## src/rtl/vga_pkg.sv

```systemverilog
// Shared types and constants for the 640x480@60 VGA timing generator:
// line/frame geometry, coordinate and colour widths, and the colour-bar table.
package vga_pkg;

  localparam int COORD_W = 10;
  localparam int RGB_W   = 12;

  localparam int H_VIS   = 640;
  localparam int H_FP    = 16;
  localparam int H_SYNC  = 96;
  localparam int H_BP    = 48;
  localparam int H_TOTAL = H_VIS + H_FP + H_SYNC + H_BP;

  localparam int V_VIS   = 480;
  localparam int V_FP    = 10;
  localparam int V_SYNC  = 2;
  localparam int V_BP    = 33;
  localparam int V_TOTAL = V_VIS + V_FP + V_SYNC + V_BP;

  localparam int BAR_W   = 80;

  typedef logic [COORD_W-1:0] coord_t;
  typedef logic [RGB_W-1:0]   rgb_t;

  localparam rgb_t BAR_COLOURS [8] = '{
    12'hFFF, 12'hFF0, 12'h0FF, 12'h0F0, 12'hF0F, 12'hF00, 12'h00F, 12'h000
  };

  // Equivalent to col / BAR_W for the visible range, built from compares.
  function automatic logic [2:0] bar_index(input coord_t col);
    logic [2:0] idx;
    idx = 3'd0;
    for (int i = 1; i < 8; i++) begin
      if (col >= coord_t'(i * BAR_W)) idx = 3'(i);
    end
    return idx;
  endfunction

endpackage

```

## src/rtl/vga_timing_gen_if.sv

```systemverilog
// Pixel-side bundle of the VGA timing generator: fetch coordinates, sync/enable
// strobes and colour. The generator is the master; the display sink is the slave.
interface vga_timing_gen_if;
  import vga_pkg::*;

  logic   pix_ce;
  rgb_t   pixel_in;
  coord_t x;
  coord_t y;
  logic   hsync;
  logic   vsync;
  logic   de;
  rgb_t   rgb;
  logic   frame_start;

  modport master (
    input  pix_ce, pixel_in,
    output x, y, hsync, vsync, de, rgb, frame_start
  );

  modport slave (
    output pix_ce, pixel_in,
    input  x, y, hsync, vsync, de, rgb, frame_start
  );

endinterface

```

## src/rtl/vga_axis_counter.sv

```systemverilog
// Enabled wrap counter for one VGA axis: counts 0..LAST, then wraps to 0.
// tc flags the terminal value so the next axis can chain on it.
module vga_axis_counter #(
  parameter int               WIDTH = 10,
  parameter logic [WIDTH-1:0] LAST  = '1
) (
  input  logic             clk,
  input  logic             rst_n,
  input  logic             en,
  output logic [WIDTH-1:0] count,
  output logic             tc
);

  assign tc = (count == LAST);

  // NOTE: non-blocking updates make the H and V counters sample each other's
  // pre-edge values, so the V step and the H wrap happen on the same edge.
  always_ff @(posedge clk) begin
    if (!rst_n) begin
      count <= '0;
    end else if (en) begin
      count <= tc ? '0 : count + 1'b1;
    end
  end

endmodule

```

## src/rtl/vga_timing_gen.sv

```systemverilog
// 640x480@60 VGA timing generator: x/y fetch counters plus one registered decode
// stage. Build option VGA_TEST_PATTERN_EN replaces pixel_in with colour bars.
module vga_timing_gen
  import vga_pkg::*;
#(
  parameter int V_VIS_LINES  = V_VIS,
  parameter int V_FP_LINES   = V_FP,
  parameter int V_SYNC_LINES = V_SYNC,
  parameter int V_BP_LINES   = V_BP
) (
  input  logic             sys_clk,
  input  logic             sys_rst_n,
  vga_timing_gen_if.master bus
);

  localparam coord_t H_LAST       = coord_t'(H_TOTAL - 1);
  localparam coord_t H_VIS_END    = coord_t'(H_VIS);
  localparam coord_t H_SYNC_FIRST = coord_t'(H_VIS + H_FP);
  localparam coord_t H_SYNC_LAST  = coord_t'(H_VIS + H_FP + H_SYNC - 1);

  localparam coord_t V_LAST       =
    coord_t'(V_VIS_LINES + V_FP_LINES + V_SYNC_LINES + V_BP_LINES - 1);
  localparam coord_t V_VIS_END    = coord_t'(V_VIS_LINES);
  localparam coord_t V_SYNC_FIRST = coord_t'(V_VIS_LINES + V_FP_LINES);
  localparam coord_t V_SYNC_LAST  = coord_t'(V_VIS_LINES + V_FP_LINES + V_SYNC_LINES - 1);

  coord_t h_count;
  coord_t v_count;
  logic   h_tc;
  logic   v_tc;
  rgb_t   pix_src;
  logic   hs_dec;
  logic   vs_dec;
  logic   de_dec;

  logic   hsync_q;
  logic   vsync_q;
  logic   de_q;
  rgb_t   rgb_q;
  logic   frame_start_q;

  vga_axis_counter #(.WIDTH(COORD_W), .LAST(H_LAST)) u_h_counter (
    .clk   (sys_clk),
    .rst_n (sys_rst_n),
    .en    (bus.pix_ce),
    .count (h_count),
    .tc    (h_tc)
  );

  vga_axis_counter #(.WIDTH(COORD_W), .LAST(V_LAST)) u_v_counter (
    .clk   (sys_clk),
    .rst_n (sys_rst_n),
    .en    (bus.pix_ce & h_tc),
    .count (v_count),
    .tc    (v_tc)
  );

`ifdef VGA_TEST_PATTERN_EN
  logic unused_pixel_in;
  assign unused_pixel_in = ^bus.pixel_in;
  assign pix_src         = BAR_COLOURS[bar_index(h_count)];
`else
  assign pix_src = bus.pixel_in;
`endif

  // Decode the coordinate currently presented; it is registered on the same
  // pix_ce edge that advances the counters, giving one pixel of latency.
  assign hs_dec = !((h_count >= H_SYNC_FIRST) && (h_count <= H_SYNC_LAST));
  assign vs_dec = !((v_count >= V_SYNC_FIRST) && (v_count <= V_SYNC_LAST));
  assign de_dec = (h_count < H_VIS_END) && (v_count < V_VIS_END);

  always_ff @(posedge sys_clk) begin
    if (!sys_rst_n) begin
      hsync_q       <= 1'b1;
      vsync_q       <= 1'b1;
      de_q          <= 1'b0;
      rgb_q         <= '0;
      frame_start_q <= 1'b0;
    end else begin
      frame_start_q <= bus.pix_ce & h_tc & v_tc;
      if (bus.pix_ce) begin
        hsync_q <= hs_dec;
        vsync_q <= vs_dec;
        de_q    <= de_dec;
        rgb_q   <= de_dec ? pix_src : '0;
      end
    end
  end

  assign bus.x           = h_count;
  assign bus.y           = v_count;
  assign bus.hsync       = hsync_q;
  assign bus.vsync       = vsync_q;
  assign bus.de          = de_q;
  assign bus.rgb         = rgb_q;
  assign bus.frame_start = frame_start_q;

endmodule

```

## src/flat_wrapper.sv

```systemverilog
// flat-port wrapper written by rule: the top's interface ports become plain ports
module vga_timing_gen_flat import vga_pkg::*;
#(
  parameter int V_VIS_LINES  = V_VIS,
  parameter int V_FP_LINES   = V_FP,
  parameter int V_SYNC_LINES = V_SYNC,
  parameter int V_BP_LINES   = V_BP
)
  (sys_clk, sys_rst_n, bus_pix_ce, bus_pixel_in, bus_x, bus_y, bus_hsync, bus_vsync, bus_de, bus_rgb, bus_frame_start);
  vga_timing_gen_if bus_i ();
  input  logic sys_clk;
  input  logic sys_rst_n;
  input wire logic [$bits(bus_i.pix_ce)-1:0] bus_pix_ce;
  input wire logic [$bits(bus_i.pixel_in)-1:0] bus_pixel_in;
  output wire logic [$bits(bus_i.x)-1:0] bus_x;
  output wire logic [$bits(bus_i.y)-1:0] bus_y;
  output wire logic [$bits(bus_i.hsync)-1:0] bus_hsync;
  output wire logic [$bits(bus_i.vsync)-1:0] bus_vsync;
  output wire logic [$bits(bus_i.de)-1:0] bus_de;
  output wire logic [$bits(bus_i.rgb)-1:0] bus_rgb;
  output wire logic [$bits(bus_i.frame_start)-1:0] bus_frame_start;
  assign bus_i.pix_ce = bus_pix_ce;
  assign bus_i.pixel_in = bus_pixel_in;
  assign bus_x = bus_i.x;
  assign bus_y = bus_i.y;
  assign bus_hsync = bus_i.hsync;
  assign bus_vsync = bus_i.vsync;
  assign bus_de = bus_i.de;
  assign bus_rgb = bus_i.rgb;
  assign bus_frame_start = bus_i.frame_start;
  vga_timing_gen #(.V_VIS_LINES(V_VIS_LINES), .V_FP_LINES(V_FP_LINES), .V_SYNC_LINES(V_SYNC_LINES), .V_BP_LINES(V_BP_LINES)) u_core (.sys_clk(sys_clk), .sys_rst_n(sys_rst_n), .bus(bus_i));
endmodule
```

## config.mk

```make
export PLATFORM = sky130hd
export DESIGN_NAME = vga_timing_gen_flat
export DESIGN_NICKNAME = d
export VERILOG_FILES = /design/src/rtl/vga_pkg.sv /design/src/rtl/vga_timing_gen_if.sv /design/src/rtl/vga_axis_counter.sv /design/src/rtl/vga_timing_gen.sv /design/src/flat_wrapper.sv
export SDC_FILE = /design/constraint.sdc
export NUM_CORES = 1
export LEC_CHECK = 0
export BUFFER_PORTS_ARGS = -buffer_cell sky130_fd_sc_hd__buf_2
export CORE_AREA = 8 8 72 74
export DETAILED_ROUTE_END_ITERATION = 8
export DIE_AREA = 0 0 80 82
export PLACE_DENSITY = 0.73
export SLEW_MARGIN = 20
export SYNTH_ARGS = -nofsm -noshare
export SYNTH_HDL_FRONTEND = slang
export SYNTH_SLANG_ARGS = --single-unit
```

## constraint.sdc

```tcl
create_clock -name sys_clk -period 1.6 [get_ports sys_clk]
set_input_delay 0.08 -clock sys_clk [delete_from_list [all_inputs] [get_ports sys_clk]]
set_output_delay 0.08 -clock sys_clk [all_outputs]
set_load 0.02 [all_outputs]
```

# [Yosys cells after proc, flatten, opt, wreduce, memory -nomap -nowiden]
# Cells that the tools add are included.
# Widths: inputs -> output; s select.
[totals] word_cells=27 regBits=36 inputBits=15 output_inout_bits=36
[op_classes] addsub=2 eq_ne=2 reduce_logical=5 mux=3 n_lt_le_gt_ge=6 n_bitwise=2
[ops] op="$add 10x1->10 const B" n=2
[ops] op="$eq 10x10->1 const B" n=2
[ops] op="$mux 10" n=2
[ops] op="$mux 12" n=1
[ops] op="$ge 10x10->1 const B" n=1
[ops] op="$ge 10x9->1 const B" n=1
[ops] op="$le 10x10->1 const B" n=1
[ops] op="$le 10x9->1 const B" n=1
[ops] op="$lt 10x10->1 const B" n=1
[ops] op="$lt 10x9->1 const B" n=1
[ops] op="$logic_and 1x1->1" n=3
[ops] op="$and 1x1->1" n=2
[ops] op="$logic_not 1->1" n=2

# [Depth between registers and ports, before layout]
# Gate-level depths: netlist of the first run.
[depth] word_depth=3 depth_mapped=7 ltp_nobuf=5

# [By module]
# A second synthesis of the first run with hierarchy kept.
[hier_totals] hier_cells=157 area_unflattened_um2=1575.3
[by_module_without_submodules] mod="vga_timing_gen" seq_area_each_um2=320.3 cells_each=48 area_each_um2=590.6 n_inst=1
[by_module_without_submodules] mod="vga_axis_counter at u_core.u_v_counter" seq_area_each_um2=200.2 cells_each=57 area_each_um2=513.0 n_inst=1
[by_module_without_submodules] mod="vga_axis_counter at u_core.u_h_counter" seq_area_each_um2=200.2 cells_each=52 area_each_um2=471.7 n_inst=1

# [Worst setup path before layout of the first run]
# Ideal clock, no wire load.
[synth_path] path_type="register to register" startpoint="reg u_core.u_h_counter.count[0]" endpoint="reg u_core.u_v_counter.count[0]" required_ps=1469 n_path_buf=2 t_arrival_ps=1741 stages_incl_launch_ff=8 period_less_slack_ps=1872 path_slack_ps=-272 setup_ps=131 cell_sequence="dfxtp_1 > ha_1 > and4_1 > buf_4 > nand4_2 > buf_6 > o31ai_4 > nor2_1"
[synth_between] elab_chain_cells=2
[synth_rtl] element="start: declaration" line_no="vga_axis_counter.sv:10" rtl="output logic [WIDTH-1:0] count,"
[synth_rtl] element="start signal: assignment" line_no="vga_axis_counter.sv:22" rtl="count <= tc ? '0 : count + 1'b1;"
[synth_rtl] element="$eq 10x10->1" line_no="vga_axis_counter.sv:14" rtl="assign tc = (count == LAST);"
[synth_rtl] element="$and 1x1->1" line_no="vga_timing_gen.sv:53" rtl=".en (bus.pix_ce & h_tc),"
[synth_rtl] element="end signal: assignment" line_no="vga_axis_counter.sv:22"
[synth_rtl] element="end: declaration" line_no="vga_axis_counter.sv:10"
# No other way between the ends.
# A chain may end at the register's enable or synchronous reset.

# [Worst setup path in the final report of the first run]
[layout_path] startpoint="reg u_core.u_h_counter.count[0]" endpoint="reg u_core.u_v_counter.count[9]"
# Same word-level chain as after synthesis.

==> results of run 1 <==
==> metal layers <==
metal | up-vias | share of wire, % | global-route usage [%]
met2 | 41 | 47 | 21.3
met3 | 5 | 7.6 | 4.60
li1 | 768 | - | -
met1 | 720 | 45 | 15.8
met4 | 0 | 0.92 | 4.18
met5 | - | 0 | 0
==> metrics by stage <==
step | hold WS, ns | worst slack [ns] | total power [mW] | area [sq um] | utilization [%]
3_3_place_gp | 0.307 | -0.0514 | 1.13 | 2090 | 50.5
4_1_cts | 0.0154 | 0.00738 | 1.93 | 2220 | 53.6
3_5_place_dp | 0.318 | -0.0856 | 1.13 | 2090 | 50.5
5_1_grt | 0.0259 | -0.0640 | 1.99 | 2310 | 55.7
2_1_floorplan | 0.152 | -0.0465 | 1.05 | 1640 | -
6_report | 0.0185 | -0.0117 | 1.91 | 2310 | 55.7
==> power groups by stage <==
stage	Sequential (mW)	Combinational (mW)	Clock, mW
final	0.936	0.176	0.802
after detailed placement	0.957	0.174	0
after floorplan	0.992	0.0616	0
after global placement	0.955	0.171	0
after global routing	0.939	0.193	0.853
after CTS	0.936	0.175	0.820
==> logic make-up after synthesis <==
logic type	synth area share [%]
simple gates	26.3
buf+inv	3.63
fa+ha+maj	3.95
mux	1.26
compound gates	13.3
xor+xnor	6.08
flops	45.5
==> area by class of cell <==
type / count / area (sq um) / area share [%]
Timing Repair Buffer: 76 / 473 / 20.5
Sequential cell: 36 / 732 / 31.7
Clock buffer: 5 / 68.8 / 2.98
Multi-Input combinational cell: 126 / 905 / 39.2
Tap cell: 52 / 65.1 / 2.82
Inverter: 6 / 22.5 / 0.976
Clock inverter: 3 / 42.5 / 1.84
==> final timing paths <==
kind | endpoint | start | slack [ns]
max | u_core.u_v_counter.count[9]$_SDFFE_PN0P_ | u_core.u_h_counter.count[0]$_SDFFE_PN0P_ | -0.01
min | u_core.bus.rgb[3]$_SDFFE_PN0P_ | bus_pixel_in[3] | 0.02
max reg2reg | u_core.u_v_counter.count[9]$_SDFFE_PN0P_ | u_core.u_h_counter.count[0]$_SDFFE_PN0P_ | -0.01
min reg2reg | u_core.bus.vsync$_SDFFE_PN1P_ | u_core.bus.vsync$_SDFFE_PN1P_ | 0.49
==> Yosys cell counts (2+ instances only) <==
cell type	number	area [sq um]
a22oi_1	7	52.6
dfxtp_1	36	721
a21oi_1	13	65.1
mux2i_1	2	20.0
and4b_1	2	20.0
nand2_1	7	26.3
nor2b_1	4	25.0
o31ai_1	2	15.0
xnor2_1	4	35.0
clkbuf_1	2	7.51
or4_1	2	15.0
nor2_1	29	109
o41ai_1	3	26.3
ha_1	5	62.6
nand3_1	9	45.0
inv_1	6	22.5
nand2b_1	2	12.5
or3_1	4	25.0
or4b_1	2	20.0
and4_1	3	26.3
xor2_1	7	61.3
o21ai_0	6	30.0
nand4_1	4	25.0
==> critical path, stage by stage (launching register included) <==
cell and delay (ns):
dfxtp_4 0.36, ha_4 0.13, and4_4 0.23, nand4_4 0.16, or4b_1 0.52, a21oi_1 0.15
==> flip-flops by register name (all words and copies together) (netlist names) <==
name	cells
u_core.bus.vsync	1
u_core.bus.rgb	12
u_core.bus.hsync	1
u_core.u_h_counter.count	10
u_core.bus.frame_start	1
u_core.bus.de	1
u_core.u_v_counter.count	10
==> timing repair <==
action / 4_1_cts / 5_1_grt
setup endpoints to repair: 15 / 19
setup buffers: 2 / 1
hold buffers: 0 / 0
endpoints found under the hold margin: 0 / 0
gates resized for setup: 2 / 19
pin swaps: 2 / 5
==> summary.md, run 1 <==
| Metric | Value |
|---|---|
| Avg Cell Area, Syn | a little over 9 sq um |
| Die area | about 6600 sq um |
| Pre-antenna DRT Iters | 6 |
| Least-Margin Pin Slew | 0.504 ns |
| TNS Setup | -0.0117 ns |
| Final Skew | ~0.0079 ns |
| Max IR drop VDD | about 0.00053 V |
| Hold Vio Cnt, Final | 0 |
| Mean routed wirelength per cell | 14.3 um |
| Sw power | approximately 0.46 mW |
| Post-DRT Antenna Nets | 0 |
| Num CTS Buffers | 5 |
| Power share of the clock group | about two fifths |
| Fmax | 0.620 GHz |
| Area grow syn2layout | 45.7% |
| Layout Nets | 271 |
| Hold Path Class | input port to flip-flop |
| Drt drc | 0 |
| Initial antenna violation count | 0 |
| Async set-reset flop share out of synthesis | 0% |
| CORE AREA | approximately 4100 sq um |
| Skew-Pair Late Insertion Delay | approximately 0.29 ns |
| Sequential area share after synthesis | 45.5% |
| Pin count of the biggest net entering global routing | 17 |
| RSZ-0062 raised after global routing | true |
| WS Path Type | flip-flop to flip-flop |
| Hpwl dp | roughly 3.2 mm |
| TritonCTS clock tree | yes |
| Min-Delay Path Depth | 3 |
| Outcome | finished with violations |
| Bufs on Longest Clock Path | 2 |
| IO Port Bufs | 50 |
| Vias in the first global route | 1,509 |
| Sw frac | between 20% and 30% |
| Netlist cell types | 36 |
| Critical path fanouts, max | 7 |
| Starting DRT DRC Count | 65 |
| Post-synth top flop | dfxtp_1 |
| Sequential Power Share | slightly below 50% |
| Leak Pwr | ~1.0 nW |
| Combinational share of power | slightly above 9% |
| Initial core utilization | a little under two fifths |
| Post-synth design cell area | approximately 1600 sq um |
| Commonest non-fill, non-tap cell in the layout | buf_2 |
| Pint | approximately 1.5 mW |
| Critical Path AT | ~1.8 ns |
| Slew HR | between 60% and 70% |
| Syn_nets | approximately 190 |
| Vias | 1,534 |
| Worst R2R Path Depth | 5 |
| Reg clk slew, reported paths | roughly 0.080 ns |
| Crit end category | flip-flop |
| Fill count | 375 |
| Failing checks | negative setup slack |
| Cells after Synth | approximately 170 |
| Placed cells | between 200 and 300 |
| DIE WIDTH | around 80 um |
| Core Rows | 24 |
| CTS sink cnt | 36 |
| Setup crit start kind | flip-flop |
| Num ports | about 50 |
| Die height | just over 80 um |
| First-pass GRT wire length | around 6.9 mm |
| Crit path required time | approximately 1.8 ns |
| Post-route insts no fill | between 300 and 400 |
| Number of enable flip-flop cells after synthesis | 0 |
| GRT overflow | 0 |
| Max cap viols | 0 |
| Clk root buf | clkbuf_8 |
| Total global-route track usage | approximately an eighth |
| Most frequent cells in the layout | buf_2, dfxtp_1, nor2_1, buf_4 |
| Diodes inserted | 0 |
| GPL Wtd Cong | ~0.8 |
| Ys Warns | 0 |
| Setup ws final | -0.0117 ns |
| Synthesis-stage register bit count | 36 |
| Post-route minimum period | 1.61 ns |
| Share of layout cells above drive strength 1 | 42.1% |
| Setup violators final | 1 |
| Power Dens Cells | 829 nW/um^2 |
| Final number of max-transition violations | 0 |
| Htree depth | 2 |
| Final wirelength | approximately 4.4 mm |
| Via/cell ratio | 5.05 |
| Final Cycle Share | 101% |
Power figures use the tool's default switching activity.
==> inputs of run 2 (changes only) <==
--- a/config.mk
+++ b/config.mk
@@ -14,3 +14,4 @@
 export SYNTH_ARGS = -nofsm -noshare
 export SYNTH_HDL_FRONTEND = slang
 export SYNTH_SLANG_ARGS = --single-unit
+export TNS_END_PERCENT = 1
==> summary.md, run 2 (synthesized netlist as in run 1, its figures left out) <==
| Metric | Value |
|---|---|
| Outcome | finished with violations |
| Failing checks | negative setup slack |
| Worst Path Buf+Inv | 0 (unchanged) |
| RSZ-0062 raised after global routing | true |
| Final number of max-transition violations | 0 (unchanged) |
| Setup violators final | 2 (+1) |
| Placed Instance Area | 2110 sq um (+0.72%) |
| WS Path Type | flip-flop to flip-flop |
| Cells along the critical path | ha_4 > and4_4 > nand4_4 > or4_4 > a21oi_1 |
| Total global-route track usage | 13.0% (-0.062 points) |
| Overall Power | 1.75 mW (-8.5%) |
| Met3 WL | 330 um (unchanged) |
| Slew HR | 66.3% (-0.097 points) |
| Final wirelength | 4.10 mm (-6.0%) |
| GPL Wtd Cong | 0.786 (-1.1%) |
| Max stage delay on crit path | 0.52 ns (about the same) |
| Least-Margin Pin Slew | 0.505 ns (+0.00146 ns) |
| Leak Pwr | 1.02 nW (-0.79%) |
| Crit end category | flip-flop |
| Fill count | 383 (+2.1%) |
| Power Dens Cells | 780 nW/um^2 (-5.9%) |
| Die height | 82 um (unchanged) |
| DIE WIDTH | 80 um (unchanged) |
| Max IR drop VDD | 0.000473 V (-11%) |
| Share of layout cells above drive strength 1 | 38.7% (-3.3 points) |
| Pint | 1.34 mW (-7.6%) |
| Metal-1 WL | 1.84 mm (-6.0%) |
| Htree depth | 2 (unchanged) |
| Max reg flops | 12 (unchanged) |
| Die area | 6560 sq um (unchanged) |
| Diodes inserted | 0 (unchanged) |
| Fmax | 0.622 GHz (+0.26%) |
| Clk root buf | clkbuf_8 |
| First-pass GRT wire length | 6.82 mm (-1.2%) |
| Setup ws final | -0.00745 ns (+0.00422 ns) |
| CORE AREA | 4140 sq um (unchanged) |
| Pin count of the biggest net entering global routing | 17 (unchanged) |
| Vias in the first global route | 1,467 (-2.8%) |
| Sw frac | 23.2% (-0.73 points) |
| Initial antenna violation count | 0 (unchanged) |
| Hold_sp | bus_pixel_in[6] |
| Bufs on Longest Clock Path | 2 (unchanged) |
| Hold WS | 0.0298 ns (+0.0113 ns) |
| Post-place setup slack | -0.138 ns (-0.0521 ns) |
| Hpwl dp | 3.17 mm (-1.9%) |
| Commonest non-fill, non-tap cell in the layout | buf_2 |
| CTS sink cnt | 36 (unchanged) |
| Layout Nets | 272 (+0.37%) |
| Setup crit start kind | flip-flop |
| Hold Path Class | input port to flip-flop |
| Most frequent cells in the layout | buf_2, dfxtp_1, nor2_1, buf_4, a21oi_1 |
| Initial core utilization | 38.2% (unchanged) |
| Sw power | 0.407 mW (-11%) |
| Pre-antenna DRT Iters | 5 (-1) |
| Crit path required time | 1.81 ns (about the same) |
| Finished Core Util | 54.2% (-1.5 points) |
| Critical path fanouts, max | 8 (+1) |
| Post-DRT Antenna Nets | 0 (unchanged) |
| Vias | 1,492 (-2.7%) |
| Post-route minimum period | 1.61 ns (-0.00422 ns) |
| Design area | 2240 sq um (-2.8%) |
| Starting DRT DRC Count | 51 (-22%) |
| Drt drc | 0 (unchanged) |
| Num CTS Buffers | 5 (unchanged) |
| Critical path startpoint | u_core.u_h_counter.count[0]$_SDFFE_PN0P_ |
| Final Cycle Share | 100% (-0.26 points) |
| Sequential Power Share | 53.4% (+4.5 points) |
| IO Port Bufs | 50 (unchanged) |
| Core Rows | 24 (unchanged) |
| Skew-Pair Late Insertion Delay | 0.28 ns (about the same) |
| Reg clk slew, reported paths | 0.07 ns (about the same) |
| Critical Path AT | 1.82 ns (about the same) |
| CP delay by family, top | simple AND/OR/NAND/NOR gates |
| Max Used Layer | met4 |
| Combinational share of power | 9.9% (+0.7 points) |
| Post-route insts no fill | 305 (+0.33%) |
| Mean routed wirelength per cell | 13.4 um (-6.3%) |
| Met2 wire length | 1.89 mm (-7.1%) |
| Power share of the clock group | 36.7% (-5.2 points) |
| Hold Vio Cnt, Final | 0 (unchanged) |
| GRT overflow | 0 (unchanged) |
| Hold buffer count at cts | 0 (unchanged) |
| TritonCTS clock tree | yes |
| Via/cell ratio | 4.89 (-3.1%) |
| Final Skew | 0.00293 ns (-0.00497 ns) |
| TNS Setup | -0.0146 ns (-0.00294 ns) |
| Max cap viols | 0 (unchanged) |
| R2R Path Start | u_core.u_h_counter.count[0]$_SDFFE_PN0P_ |
| Critical-path top delay cell | or4_4 |
| Num ports | 51 (unchanged) |
| Placed cells | 296 (+1.0%) |
| Area grow syn2layout | 41.7% |
## run 2: what timing repair did
action	CTS	global route
gates resized for setup	6	5
pin swaps	7	4
buffers inserted	1	0
setup endpoints to repair	11	23
## run 2: worst paths after layout
kind | to | slack [ns] | depth (start not counted)
max | u_core.u_v_counter.count[5]$_SDFFE_PN0P_ | -0.007 | 5
min reg2reg | u_core.bus.vsync$_SDFFE_PN1P_ | 0.48 | 2
max reg2reg | u_core.u_v_counter.count[5]$_SDFFE_PN0P_ | -0.007 | 5
min | u_core.bus.rgb[6]$_SDFFE_PN0P_ | 0.03 | 3
## run 2: area by class of cell
cell class | count | area (sq um) | share of cell area, %
Inverter | 6 | 22.5 | 1.00
Tap cell | 52 | 65.1 | 2.90
Timing Repair Buffer | 77 | 473 | 21.1
Multi-Input combinational cell | 126 | 862 | 38.4
Clock buffer | 8 | 90.1 | 4.01
Sequential cell | 36 | 732 | 32.6
## run 2: routing by layer
| layer | vias up | GRT usage (%) |
|---|---|---|
| met2 | 43 | 22.2 |
| li1 | 770 | - |
| met1 | 675 | 14.7 |
| met5 | - | 0 |
| met3 | 4 | 4.81 |
| met4 | 0 | 4.36 |
## run 2: worst register-to-register path, cell delays in order, from the launching register on
cell	delay, ns
dfxtp_4	0.36
ha_4	0.13
and4_4	0.24
nand4_4	0.17
or4_4	0.52
a21oi_1	0.13
## run 2: power groups by stage
stage,sequential (mW),clock (mW),combinational [mW]
after floorplan,0.990,0,0.0614
after global placement,0.953,0,0.170
after detailed placement,0.954,0,0.172
after CTS,0.936,0.670,0.175
after global routing,0.939,0.700,0.191
final,0.936,0.642,0.173
